**config.mk**
```make
export PLATFORM = sky130hd
export DESIGN_NAME = pifctl_regbank
export DESIGN_NICKNAME = d
export VERILOG_FILES = /design/src/rtl/pifctl_regbank_pkg.sv /design/src/rtl/pifctl_regbank_rd_pipe.sv /design/src/rtl/pifctl_regbank.sv
export SDC_FILE = /design/constraint.sdc
export NUM_CORES = 1
export LEC_CHECK = 0
export CORE_UTILIZATION = 30
export CTS_CLUSTER_DIAMETER = 50
export CTS_CLUSTER_SIZE = 24
export DETAILED_ROUTE_END_ITERATION = 8
export PLACE_DENSITY_LB_ADDON = 0.05
export SYNTH_ARGS = -nofsm -noshare
export SYNTH_HDL_FRONTEND = slang
export SYNTH_SLANG_ARGS = --single-unit
```
**constraint.sdc**
```tcl
create_clock -name xclk -period 5 [get_ports xclk]
set_clock_uncertainty 0.05 [all_clocks]
set_input_delay 1 -clock xclk [delete_from_list [all_inputs] [get_ports xclk]]
set_output_delay 1 -clock xclk [all_outputs]
set_load 0.03 [all_outputs]
```
**src/rtl/pifctl_regbank_pkg.sv**
```systemverilog
// pifctl_regbank_pkg: shared constants for the PIF control register bank.
//   - Default XI bus geometry and register addresses.
//   - Readback prefix nibbles for each field class.
//   - Sub-address class enum plus helpers that place misc/status after the
//     scratch block, however many scratch registers a build has.
package pifctl_regbank_pkg;

  localparam int XA_BITS       = 3;
  localparam int ADDR_BITS_DEF = 2 ** XA_BITS;
  localparam int XSUBA_MAX     = 3;
  localparam int SUBA_BITS_DEF = XSUBA_MAX + 1;

  localparam logic [7:0] ID_DEF        = 8'hA5;
  localparam logic [3:0] LED_SYNC      = 4'h5;
  localparam logic [7:0] W_SCRATCH_REG = 8'h10;
  localparam logic [7:0] W_MISC_REG    = 8'h18;
  localparam logic [7:0] W_LOCK_REG    = 8'h19;
  localparam logic [7:0] R_ID          = 8'h01;
  localparam logic [5:0] LOCK_KEY_DEF  = 6'h2A;

  // Upper nibble of the readback byte identifies which field is returned.
  localparam logic [3:0] PFX_SCRATCH = 4'h4;
  localparam logic [3:0] PFX_MISC    = 4'h5;
  localparam logic [3:0] PFX_LETTER  = 4'h6;
  localparam logic [3:0] PFX_STAT    = 4'h7;

  typedef enum logic [2:0] {
    SUB_ID,
    SUB_SCRATCH,
    SUB_MISC,
    SUB_STAT,
    SUB_LETTER
  } sub_class_e;

  function automatic int s_misc(input int num_scratch);
    return num_scratch + 1;
  endfunction

  function automatic int s_stat(input int num_scratch);
    return num_scratch + 2;
  endfunction

  function automatic sub_class_e sub_class(input int sub, input int num_scratch);
    if (sub == 0)                        return SUB_ID;
    else if (sub <= num_scratch)         return SUB_SCRATCH;
    else if (sub == s_misc(num_scratch)) return SUB_MISC;
    else if (sub == s_stat(num_scratch)) return SUB_STAT;
    else                                 return SUB_LETTER;
  endfunction

endpackage

```
**src/rtl/pifctl_regbank_rd_pipe.sv**
```systemverilog
// pifctl_regbank_rd_pipe: fixed-depth delay line used as the readback tail.
//   xclk - clock
//   rst  - synchronous active-high reset, flushes every stage to 0
//   din  - WIDTH-bit input
//   dout - din delayed by DEPTH cycles (combinational pass-through if DEPTH=0)
module pifctl_regbank_rd_pipe #(
  parameter int WIDTH = 8,
  parameter int DEPTH = 3
) (
  input  logic             xclk,
  input  logic             rst,
  input  logic [WIDTH-1:0] din,
  output logic [WIDTH-1:0] dout
);

  generate
    if (DEPTH == 0) begin : g_bypass
      assign dout = din;
    end else begin : g_delay
      logic [DEPTH-1:0][WIDTH-1:0] stage_reg;

      always_ff @(posedge xclk) begin
        if (rst) begin
          stage_reg <= '0;
        end else begin
          stage_reg[0] <= din;
          for (int i = 1; i < DEPTH; i++) begin
            stage_reg[i] <= stage_reg[i-1];
          end
        end
      end

      assign dout = stage_reg[DEPTH-1];
    end
  endgenerate

endmodule

```
**src/rtl/pifctl_regbank.sv**
```systemverilog
// pifctl_regbank: PIF control register bank on the XI register bus.
//   xclk           - clock
//   rst            - synchronous active-high reset
//   XI_PWr         - write strobe (one cycle)
//   XI_PRWA        - read/write address
//   XI_PRdFinished - end-of-read pulse; clears status when reading S_STAT
//   XI_PRdSubA     - readback sub-address
//   XI_PD          - write data
//   EventIn        - level event inputs, OR'd into sticky status
//   XO             - readback byte, RD_LAT-1 cycles after inputs are sampled
//   MiscReg        - registered copy of the misc register
//   Locked         - 1 while scratch/misc writes are blocked
module pifctl_regbank
  import pifctl_regbank_pkg::*;
#(
  parameter int                    DATA_BITS      = 6,
  parameter int                    ADDR_BITS      = ADDR_BITS_DEF,
  parameter int                    SUBA_BITS      = SUBA_BITS_DEF,
  parameter int                    NUM_SCRATCH    = 4,
  parameter int                    MISC_BITS      = 4,
  parameter int                    STAT_BITS      = 4,
  parameter int                    RD_LAT         = 5,
  parameter logic [7:0]            ID_VALUE       = ID_DEF,
  parameter logic [DATA_BITS-1:0]  SCRATCH_RST    = 6'h15,
  parameter logic [MISC_BITS-1:0]  MISC_RST       = LED_SYNC,
  parameter logic [ADDR_BITS-1:0]  W_SCRATCH_BASE = W_SCRATCH_REG,
  parameter logic [ADDR_BITS-1:0]  W_MISC         = W_MISC_REG,
  parameter logic [ADDR_BITS-1:0]  W_LOCK         = W_LOCK_REG,
  parameter logic [ADDR_BITS-1:0]  R_ID_ADDR      = R_ID,
  parameter logic [DATA_BITS-1:0]  LOCK_KEY       = LOCK_KEY_DEF
) (
  input  logic                 xclk,
  input  logic                 rst,
  input  logic                 XI_PWr,
  input  logic [ADDR_BITS-1:0] XI_PRWA,
  input  logic                 XI_PRdFinished,
  input  logic [SUBA_BITS-1:0] XI_PRdSubA,
  input  logic [DATA_BITS-1:0] XI_PD,
  input  logic [STAT_BITS-1:0] EventIn,
  output logic [7:0]           XO,
  output logic [MISC_BITS-1:0] MiscReg,
  output logic                 Locked
);

  localparam int S_MISC = s_misc(NUM_SCRATCH);
  localparam int S_STAT = s_stat(NUM_SCRATCH);

  logic [DATA_BITS-1:0]   scratch_reg [NUM_SCRATCH];
  logic [NUM_SCRATCH-1:0] scr_we;
  logic [MISC_BITS-1:0]   misc_reg;
  logic [MISC_BITS-1:0]   misc_out_reg;
  logic [STAT_BITS-1:0]   status_reg;
  logic [STAT_BITS-1:0]   clr;
  logic                   locked_reg;

  logic [SUBA_BITS-1:0]   sub1_reg;
  logic [7:0]             src1_reg;
  logic                   hit1_reg;
  logic [7:0]             src_sel;
  logic [7:0]             byte_mux;
  logic [3:0]             sub_lo;
  logic [7:0]             stage2_reg;

  // ---------------- register writes ----------------
  generate
    for (genvar gi = 0; gi < NUM_SCRATCH; gi++) begin : g_scr_we
      assign scr_we[gi] = XI_PWr && !locked_reg &&
                          (XI_PRWA == ADDR_BITS'(W_SCRATCH_BASE + gi));
    end
  endgenerate

  always_ff @(posedge xclk) begin
    if (rst) begin
      for (int i = 0; i < NUM_SCRATCH; i++) scratch_reg[i] <= SCRATCH_RST;
      misc_reg     <= MISC_RST;
      misc_out_reg <= MISC_RST;
      locked_reg   <= 1'b0;
    end else begin
      for (int i = 0; i < NUM_SCRATCH; i++) begin
        if (scr_we[i]) scratch_reg[i] <= XI_PD;
      end
      if (XI_PWr && !locked_reg && XI_PRWA == W_MISC) misc_reg <= MISC_BITS'(XI_PD);
      // The lock register itself is always writable, otherwise the bank
      // could never be unlocked again.
      if (XI_PWr && XI_PRWA == W_LOCK) locked_reg <= (XI_PD != LOCK_KEY);
      misc_out_reg <= misc_reg;
    end
  end

  // ---------------- sticky status ----------------
  // Clear applies only at the end of a status read; a simultaneous event
  // still sets its bit because the OR comes after the mask.
  assign clr = {STAT_BITS{XI_PRdFinished && (XI_PRWA == R_ID_ADDR) &&
                          (int'(XI_PRdSubA) == S_STAT)}};

  always_ff @(posedge xclk) begin
    if (rst) status_reg <= '0;
    else     status_reg <= (status_reg & ~clr) | EventIn;
  end

  // ---------------- readback stage 1: snapshot ----------------
  always_comb begin
    src_sel = 8'h00;
    for (int i = 0; i < NUM_SCRATCH; i++) begin
      if (int'(XI_PRdSubA) == i + 1) src_sel = 8'(scratch_reg[i]);
    end
    if (int'(XI_PRdSubA) == S_MISC) src_sel = 8'(misc_reg);
    if (int'(XI_PRdSubA) == S_STAT) src_sel = 8'(status_reg);
  end

  always_ff @(posedge xclk) begin
    if (rst) begin
      sub1_reg <= '0;
      src1_reg <= 8'h00;
      hit1_reg <= 1'b0;
    end else begin
      sub1_reg <= XI_PRdSubA;
      src1_reg <= src_sel;
      hit1_reg <= (XI_PRWA == R_ID_ADDR);
    end
  end

  // ---------------- readback stage 2: format byte ----------------
  assign sub_lo = 4'(sub1_reg);

  always_comb begin
    byte_mux = 8'h00;
    case (sub_class(int'(sub1_reg), NUM_SCRATCH))
      SUB_ID:      byte_mux = ID_VALUE;
      SUB_SCRATCH: byte_mux = {PFX_SCRATCH, 4'h0} | src1_reg;
      SUB_MISC:    byte_mux = {PFX_MISC, 4'h0} | src1_reg;
      SUB_STAT:    byte_mux = {PFX_STAT, 4'h0} | src1_reg;
      default:     byte_mux = {PFX_LETTER, sub_lo};
    endcase
  end

  always_ff @(posedge xclk) begin
    if (rst)           stage2_reg <= 8'h00;
    else if (hit1_reg) stage2_reg <= byte_mux;
    else               stage2_reg <= 8'h00;
  end

  // Remaining RD_LAT-2 stages pad the path out to the fixed latency.
  pifctl_regbank_rd_pipe #(
    .WIDTH (8),
    .DEPTH (RD_LAT - 2)
  ) u_tail (
    .xclk (xclk),
    .rst  (rst),
    .din  (stage2_reg),
    .dout (XO)
  );

  assign MiscReg = misc_out_reg;
  assign Locked  = locked_reg;

endmodule

```
-- After elaboration in Yosys (flattened, before gate mapping)
Memories as Yosys holds them, arrays and structs flattened.
Index checks and enable logic that the tools add are counted.
W data, S select, Z words.
- output and inout bits: 13
- memories: 1
- bits in registers: 58
- bits in writable memories: 24
- word-level logic and storage cells: 86
- bits of input ports: 26
- equal/unequal tests: 19
- reductions and logical operators: 15
- muxes and demuxes: 29
- order comparisons: 1
- bitwise gates (word level): 8
- memory list (name ; depth ; bits a word ; rd ports ; clocked after memory_dff ; write ports ; RTL line ; source):
    scratch_reg ; 4 ; 6 ; 4 ; 0 ; 4 ; pifctl_regbank.sv:48 ; logic [DATA_BITS-1:0] scratch_reg [NUM_SCRATCH];
- operators by type and width (operator ; number):
    $eq A8 B5 Y1 const B ; 6
    $mux W6 ; 8
    $pmux W8 S4 ; 1
    $eq A4 B4 Y1 const B ; 5
    $mux W1 ; 14
    $mux W3 ; 4
    $logic_and A1 B1 Y1 ; 9
    $eq A4 B3 Y1 const B ; 2
    $eq A8 B1 Y1 const B ; 1
    $mux W4 ; 2
    $eq A3 B2 Y1 const B ; 2
    $ne A6 B6 Y1 const B ; 1
    $reduce_or A6 Y1 ; 1
    $and A4 B4 Y4 ; 1
    $eq A4 B2 Y1 const B ; 1
    $le A4 B3 Y1 const B ; 1
    $logic_not A4 Y1 ; 1
    $not A4 Y4 ; 1
    $or A1 B1 Y1 ; 4
    $or A4 B4 Y4 ; 1
    $eq A3 B1 Y1 const B ; 1
    $logic_not A3 Y1 ; 1
    $reduce_or A3 Y1 ; 1
    $reduce_or A2 Y1 ; 1
    2 further kinds ; 2

-- Longest topological paths before layout
Gate-level depths: netlist of run 1.
- depth after elaboration: 7
- gate-level depth with buffers: 5

-- Cells and area by module
A second synthesis of run 1 with hierarchy kept.
- cell total of the unflattened synthesis: 296
- area, all modules: 3148.0 sq um
- modules (own cells, without submodules) (module ; area each (sq um) ; times used ; cells an instance ; sequential area each (sq um)):
    pifctl_regbank ; 2394.8 ; 1 ; 238 ; 1361.3
    pifctl_regbank_rd_pipe ; 753.2 ; 1 ; 58 ; 480.5

-- Worst setup path after synthesis of run 1
OpenSTA, ideal clock, no wires.
- path type: input port to flip-flop
- from: input XI_PRWA[5]
- to: memory scratch_reg[3][0] (enable)
- slack: 2198 ps
- stages on the path: 4
- buffers on the path: 0
- arrival time: 2375 ps
- library setup time: 377 ps
- cells stage by stage: or4b_4 > nor3_2 > nand2b_1 > o21ai_0
- RTL lines (what ; RTL line ; source):
    start, declared ; pifctl_regbank.sv:35 ; input logic [ADDR_BITS-1:0] XI_PRWA,
    end, declared ; pifctl_regbank.sv:48 ;

==> run metrics, run 1 <==
outcome=finished, final reports clean; Post-Layout Inst Area=3720 sq um; post-synthesis sequential area ratio=59.9%; total iterations of the first detailed-routing run=4; hold path depth=1; Die Footprint=10700 sq um; Clock Tree Buf Depth=2; worst path cell trace=clkdlybuf4s50_1 -> or4b_4 -> nor3_2 -> nand2b_1 -> o21ai_0; Synthesized Nets=322; max-slew violations=0; mux cell area share after synthesis=2.28%; CTS resizes=0; synthesized-area fraction occupied by xor and xnor cells=0%; final WL=6280 um; RSZ-0062 raised after global routing=false; total number of yosys warnings=0; Setup crit start kind=input port; TritonCTS Sinks=80; Post-Synth Adder-Cell Area=0%; DRC=0; Port Buffers=38; # IOs=39; Worst-Skew Late Latency=0.34 ns; wire per inst=13.6 um; GRT Total Usage=12.9%; Root Driver=clkbuf_8; kind of critical path=input port to flop; CP Max Fanout=6; Cells after Synth=296; largest family of logic cells by synthesized area=simple AND/OR/NAND/NOR gates; sum of buffers and inverters on the critical path=1; Synth Register Bits=80; vias in the first global route=2074; via count=2151; vias per cell=4.66; Fmax achieved=0.322 GHz; min cycle time layout=3.11 ns; Crit. path cell count=5; worst ir drop on vdd=0.112 mV; buffer count from post-CTS setup fixing=0; GP Congestion=0.765; Die Y-Extent=103 um; CP max-delay cell=o21ai_0; fin crit share=62.1%; Rel. slew slack=29.7%; CTS tree=built; cts bufs inserted=9; EDFF count, synth=24; n_diodes=0; Final Net Count=351; number of flip-flops under the largest register name=24; CP top delay family=simple AND/OR/NAND/NOR gates; Critical Path Max Stage Delay=0.66 ns; post-synth cell types=42; ys flop type=dfxtp_1; simple-gate share of the synthesized area=23.8%; Detail Route Antenna Nets=0; Syn Area/Cell=10.4 sq um; Area Overhead vs Synth=21.0%; total power=1.26 mW; worst-margin pin slew=1.05 ns; power density over the cells=338 nW/um^2; core area=9860 sq um; post-synthesis async set-or-reset flop share=0%; min-delay worst type=flop to flop; Starting Density=31.2%; final core utilization=37.7%; H-tree depth=3; length of routed wiring on met1=2620 um; final setup vio count=0; leakage power=1.35 nW; CTS Hold Buffers Added=0; Reg2Reg Depth=3; Syn Std Cell Area=3070 sq um; max-cap viol count=0; Data arrival, critical path=3.03 ns; first-pass GRT wire length=9980 um; largest net degree at the start of global routing=43; Met2 Wirelength=3220 um; Congestion Overflow GR=0; Final HPWL DP=4620 um; Area after DPL=3520 sq um; fill cell count=986; CP required=4.92 ns; Final Hold Fails=0; DR iter-0 viols=80; fraction of layout cells with a size suffix above 1=6.69%; Std-Cell Rows=36; final setup TNS=0 ns; critical path endpoint category=flop; Die Width=103 um; met3 routed WL=256 um; Synth Area in Compound Gates=9.53%; top routing layer used=met4; initial antenna violation count=0; clock-pin slew on the worst setup and hold paths=0.08 ns
layer usage:
metal | global-route usage (%) | vias to the layer above
met4 | 6.93 | 0
met3 | 3.43 | 13
met1 | 13.4 | 1004
met5 | 0 | -
met2 | 23.6 | 50
li1 | - | 1084
power breakdown:
part | leakage [nW] | total [mW] | switching, mW | internal, mW
clock network | 0.108 | 0.480 | 0.223 | 0.257
logic | 0.553 | 0.0848 | 0.0480 | 0.0368
registers | 0.689 | 0.692 | 0.00883 | 0.683
total | 1.35 | 1.26 | 0.280 | 0.977
Yosys cell counts, types with 2 or more instances:
| cell | number | area, sq um |
|---|---|---|
| nor3_1 | 8 | 40.0 |
| nor2b_1 | 31 | 194 |
| mux2i_1 | 7 | 70.1 |
| buf_4 | 8 | 60.1 |
| edfxtp_1 | 24 | 721 |
| or3_1 | 2 | 12.5 |
| nand4_1 | 2 | 12.5 |
| a311oi_1 | 5 | 43.8 |
| o32a_1 | 4 | 40.0 |
| o21ai_0 | 10 | 50.1 |
| nor4_1 | 5 | 31.3 |
| nand3_1 | 9 | 45.0 |
| nand3b_1 | 2 | 15.0 |
| a21oi_1 | 8 | 40.0 |
| a31oi_1 | 2 | 12.5 |
| o221ai_1 | 4 | 35.0 |
| nand2b_1 | 4 | 25.0 |
| clkbuf_1 | 11 | 41.3 |
| dfxtp_1 | 56 | 1120 |
| o21bai_1 | 2 | 15.0 |
| and2_1 | 3 | 18.8 |
| nand2_1 | 28 | 105 |
| nor2_1 | 35 | 131 |
| a2111oi_0 | 2 | 17.5 |
| inv_1 | 7 | 26.3 |
cell type report:
cell class,count,area [sq um],area share (%)
clock inverter,5,52.6,1.41
multi-input combinational,188,1090,29.4
inverter,7,26.3,0.707
clock buffer,10,149,4.00
tap,133,166,4.48
timing repair buffer,39,388,10.4
sequential,80,1840,49.5
through the flow:
stage               setup WS, ns  instances  hold WS, ns
finish                      1.89        462        0.387
global placement            1.60        447        0.366
floorplan                   2.20        296        0.362
global route                1.73        462        0.400
CTS                         1.90        462        0.387
detailed placement          1.53        447        0.374
final timing paths:
path / slack, ns / start / to
setup / recovery: 1.89 / XI_PRWA[5] / scratch_reg[3][0]
hold / removal: 0.39 / stage2_reg[1] / u_tail.g_delay.stage_reg[1]
setup reg to reg: 3.16 / Locked / scratch_reg[3][0]
hold reg to reg: 0.39 / stage2_reg[1] / u_tail.g_delay.stage_reg[1]
worst register-to-register path: stages, from the launching register on:
cell and delay [ns]:
dfxtp_1 0.32, nand2b_1 0.20, nand2b_1 0.24, o21ai_0 0.66
cells by family (layout without fill, tap and decap cells):
family / Yosys count / in the layout
simple gates: 139 / 139
flops: 80 / 80
compound gates: 42 / 42
buf+inv: 28 / 61
mux: 7 / 7
layout by cell type, fill, tap and decap left out, drive strengths merged, types with 2 or more instances in the layout:
| master | count |
|---|---|
| nand2 | 29 |
| a2111oi | 2 |
| inv | 9 |
| nor4 | 6 |
| a21oi | 8 |
| o221ai | 4 |
| nor3 | 9 |
| and2 | 3 |
| nand3b | 3 |
| nand3 | 9 |
| o21bai | 2 |
| nand4 | 2 |
| or3 | 2 |
| edfxtp | 24 |
| clkdlybuf4s50 | 38 |
| o21ai | 11 |
| o32a | 4 |
| clkbuf | 10 |
| clkinv | 2 |
| mux2i | 7 |
| dfxtp | 56 |
| nand2b | 4 |
| a31oi | 2 |
| nor2 | 35 |
| a311oi | 5 |
| nor2b | 31 |
Power figures use the tool's default switching activity.
==> inputs of run 2 (changes only) <==
- clock period: 5 -> 2.9 ns (I/O delays scaled with it)
==> run metrics, run 2 (synthesized netlist as in run 1, its figures left out) <==
vias per cell=4.57; Die Y-Extent=103 um; DRC=0; DR iter-0 viols=138; Area Overhead vs Synth=23.6%; Final Hold Fails=0; critical path endpoint category=flop; final setup TNS=0 ns; Post-Layout Inst Area=3800 sq um; cts bufs inserted=9; GP Congestion=0.781; fraction of layout cells with a size suffix above 1=8.61%; Worst-Skew Late Latency=0.35 ns; CTS tree=built; final WL=6380 um; clock-pin slew on the worst setup and hold paths=0.08 ns; wire per inst=13.6 um; GRT Total Usage=13.3%; most common cell after layout, fill and taps aside=dfxtp_1; power density over the cells=581 nW/um^2; worst setup margin=0.574 ns; Setup crit start kind=input port; Die Footprint=10700 sq um; Detail Route Antenna Nets=0; final core utilization=38.5%; TritonCTS Sinks=80; Area after DPL=3580 sq um; n_diodes=0; worst-margin pin slew=0.611 ns; CP max-delay cell=or4b_4; Congestion Overflow GR=0; kind of critical path=input port to flop; CP Max Fanout=6; Port Buffers=38; vias in the first global route=2122; Die Width=103 um; Data arrival, critical path=2.34 ns; Final HPWL DP=4770 um; Fmax achieved=0.430 GHz; Clock Tree Buf Depth=2; CTS resizes=0; core area=9860 sq um; initial antenna violation count=0; Hold WS=0.384 ns; outcome=finished, final reports clean; min-delay worst type=flop to flop; CTS Hold Buffers Added=0; leakage power=1.38 nW; H-tree depth=3; Critical Path Max Stage Delay=0.58 ns; Root Driver=clkbuf_8; min cycle time layout=2.33 ns; CP required=2.91 ns; largest net degree at the start of global routing=30; via count=2146; max-slew violations=0; buffer count from post-CTS setup fixing=0; Std-Cell Rows=36; first-pass GRT wire length=10300 um; worst path cell trace=clkdlybuf4s50_1 -> or4b_4 -> nor3_2 -> nand2b_1 -> o21ai_0 -> buf_4; worst ir drop on vdd=0.250 mV; pre-CTS WS=0.205 ns; final setup vio count=0; max-cap viol count=0; Starting Density=31.2%; total iterations of the first detailed-routing run=4; Rel. slew slack=58.9%; CP top delay family=simple AND/OR/NAND/NOR gates; Final Net Count=358; fill cell count=983; most frequent cells in the layout=dfxtp_1, clkdlybuf4s50_1, nor2_1; fin crit share=80.2%; sum of buffers and inverters on the critical path=2; RSZ-0062 raised after global routing=false; # IOs=39; number of flip-flops under the largest register name=24
-- run 2: cell count changes in the layout (fill, tap and decap cells not counted) --
cell	delta
clkinvlp_4	+2
clkinv_4	+1
inv_6	+1
clkbuf_1	+1
buf_12	+1
buf_4	+6
clkinv_2	-2
inv_4	-2
-- run 2: layout make-up --
class	count	area [sq um]	share of cell area, %
clock buffers	11	153	4.02
flip-flops and latches	80	1840	48.5
well taps	133	166	4.38
multi-input cells	188	1090	28.8
inverters	7	26.3	0.692
clock inverters	5	62.6	1.65
repair buffers	46	453	11.9
-- run 2: worst paths after layout --
| kind | endpoint | from | depth (start not counted) | slack (ns) |
|---|---|---|---|---|
| max reg2reg | scratch_reg[2][1] | Locked | 4 | 1.23 |
| min reg2reg | u_tail.g_delay.stage_reg[4] | stage2_reg[4] | 1 | 0.38 |
| max | scratch_reg[3][1] | XI_PRWA[5] | 6 | 0.57 |
| min | u_tail.g_delay.stage_reg[4] | stage2_reg[4] | 1 | 0.38 |
-- run 2: stage by stage --
step | total power [mW] | std cells
after floorplan | 1.30 | 296
after global placement | 1.38 | 454
after detailed placement | 1.38 | 454
after CTS | 2.24 | 470
after global routing | 2.31 | 470
final | 2.21 | 470
-- run 2: worst reg2reg max path, stage by stage (launching register included) --
cell	delay [ns]
dfxtp_1	0.32
nand2b_1	0.21
nor4_4	0.41
nand3b_2	0.15
nand2_1	0.23
-- run 2: where the power goes --
part	switching, mW	total, mW	internal [mW]	leakage [nW]
combinational	0.0840	0.154	0.0699	0.593
sequential	0.0165	1.19	1.18	0.689
clock	0.404	0.859	0.455	0.101
total	0.505	2.21	1.70	1.38
-- run 2: routing by layer --
layer	global-route usage [%]	vias to the layer above	wire length, um
li1	-	1103	-
met1	14.8	992	2810
met2	23.6	39	3240
met3	2.82	12	186
met4	7.48	0	140
met5	0	-	0
==> inputs of run 3 (changes only) <==
- clock period: 2.9 -> 2.41 ns (I/O delays scaled with it)
==> run metrics, run 3 (synthesized netlist as in run 1, its figures left out) <==
Std-Cell Rows=36; Post-Layout Inst Area=3870 sq um; number of flip-flops under the largest register name=24; most common cell after layout, fill and taps aside=dfxtp_1; Worst Setup SP=XI_PRWA[5]; CP required=2.39 ns; Reg-to-Reg Start=Locked; GRT Total Usage=13.6%; Combinational Power Share=7.7%; Post-Place Cells=470; Internal=1.98 mW; DRC=0; core area=9860 sq um; Switch Pwr=0.594 mW; Area after DPL=3690 sq um; max-slew violations=0; Setup crit start kind=input port; Reg2Reg Depth=4; CTS resizes=0; final WL=6450 um; Rel. slew slack=70.8%; clock-pin slew on the worst setup and hold paths=0.08 ns; Final HPWL DP=4950 um; Setup crit end=scratch_reg[2][2]; fraction of layout cells with a size suffix above 1=12.8%; Worst-Skew Late Latency=0.35 ns; # IOs=39; CTS tree=built; Congestion Overflow GR=0; clock power share=36.6%; R2R setup slack=0.77 ns; RSZ-0062 raised after global routing=false; outcome=finished, final reports clean; RR Endpoint=scratch_reg[2][2]; Post-Layout Cell Count=485; Critical Path Max Stage Delay=0.57 ns; Data arrival, critical path=2.14 ns; TritonCTS Sinks=80; buffer count from post-CTS setup fixing=0; Seq pwr share=55.8%; H-tree depth=3; n_diodes=0; min cycle time layout=2.15 ns; Sw Share=23.1%; via count=2190; critical path endpoint category=flop; initial antenna violation count=0; total iterations of the first detailed-routing run=4; worst ir drop on vdd=0.345 mV; min-delay worst type=flop to flop; Fmax achieved=0.465 GHz; Hold WS=0.383 ns; Final Net Count=374; max-cap viol count=0; final setup vio count=0; wire per inst=13.3 um; cts bufs inserted=9; GP Congestion=0.775; worst-margin pin slew=0.433 ns; vias per cell=4.52; Area Overhead vs Synth=26.1%; Root Driver=clkbuf_8; vias in the first global route=2128; Final Hold Fails=0; fin crit share=89.3%; Starting Density=31.2%; leakage power=1.45 nW; first-pass GRT wire length=10400 um; DR iter-0 viols=67; Clock Tree Buf Depth=2; CP max-delay cell=or4b_4; largest net degree at the start of global routing=19; most frequent cells in the layout=dfxtp_1, clkdlybuf4s50_1, nor2_1; Die Width=103 um; worst path cell trace=clkdlybuf4s50_1 -> or4b_4 -> nor4_4 -> nand3b_2 -> nand2_1; CTS Hold Buffers Added=0; Detail Route Antenna Nets=0; Die Y-Extent=103 um; power density over the cells=665 nW/um^2; CP Max Fanout=6; Port Buffers=38; Die Footprint=10700 sq um; kind of critical path=input port to flop
==> run 3: cell types whose count changed in the layout (fill, tap and decap cells not counted), sizes merged <==
| cell | change |
|---|---|
| buf | +16 |
| clkinvlp | -2 |
| clkinv | +3 |
| clkbuf | -2 |
==> run 3: how the worst min path moves through the flow <==
stage / startpoint / end / slack (ns) / depth (start not counted)
3_5_place_dp: stage2_reg[6] / u_tail.g_delay.stage_reg[6] / 0.37 / 1
4_1_cts: stage2_reg[4] / u_tail.g_delay.stage_reg[4] / 0.39 / 1
2_1_floorplan: misc_reg[0] / MiscReg[0] / 0.36 / 2
3_3_place_gp: u_tail.g_delay.stage_reg[15] / u_tail.dout[7] / 0.36 / 1
5_1_grt: stage2_reg[3] / u_tail.g_delay.stage_reg[3] / 0.40 / 1
6_report: stage2_reg[4] / u_tail.g_delay.stage_reg[4] / 0.38 / 1
==> run 3: layout make-up <==
type	count	area [sq um]
timing repair buffer	62	561
fill	1000	5990
sequential	80	1840
clock buffer	9	124
inverter	7	26.3
clock inverter	6	60.1
tap	133	166
multi-input combinational	188	1090
==> run 3: metal layers <==
layer / up-vias / global-route usage (%) / part of all wire, %
met5: - / 0 / 0
met4: 0 / 9.21 / 3.6
met3: 13 / 2.62 / 2.6
met2: 43 / 23.5 / 50
met1: 1001 / 15.1 / 44
li1: 1133 / - / -
==> run 3: worst max-delay path, delay by kind of cell <==
family	cells	cell delay (ns)
buf+inv	1	0.41
simple gates	4	1.24
==> run 3: through the flow <==
stage                     setup slack, ns  util [%]  power (mW)  setup TNS (ns)
after detailed placement           -0.123      37.4        1.67           -1.62
after CTS                           0.251      39.3        2.62               0
after floorplan                     0.126         -        1.56               0
after global placement             -0.101      37.4        1.67           -1.28
after global routing                0.179      39.3        2.69               0
final                               0.258      39.3        2.57               0
==> run 3: power groups by stage <==
stage / combinational (mW) / sequential (mW) / clock (mW)
floorplan: 0.101 / 1.46 / 0
global placement: 0.200 / 1.47 / 0
detailed placement: 0.200 / 1.47 / 0
CTS: 0.201 / 1.44 / 0.980
global route: 0.219 / 1.44 / 1.03
finish: 0.197 / 1.44 / 0.941
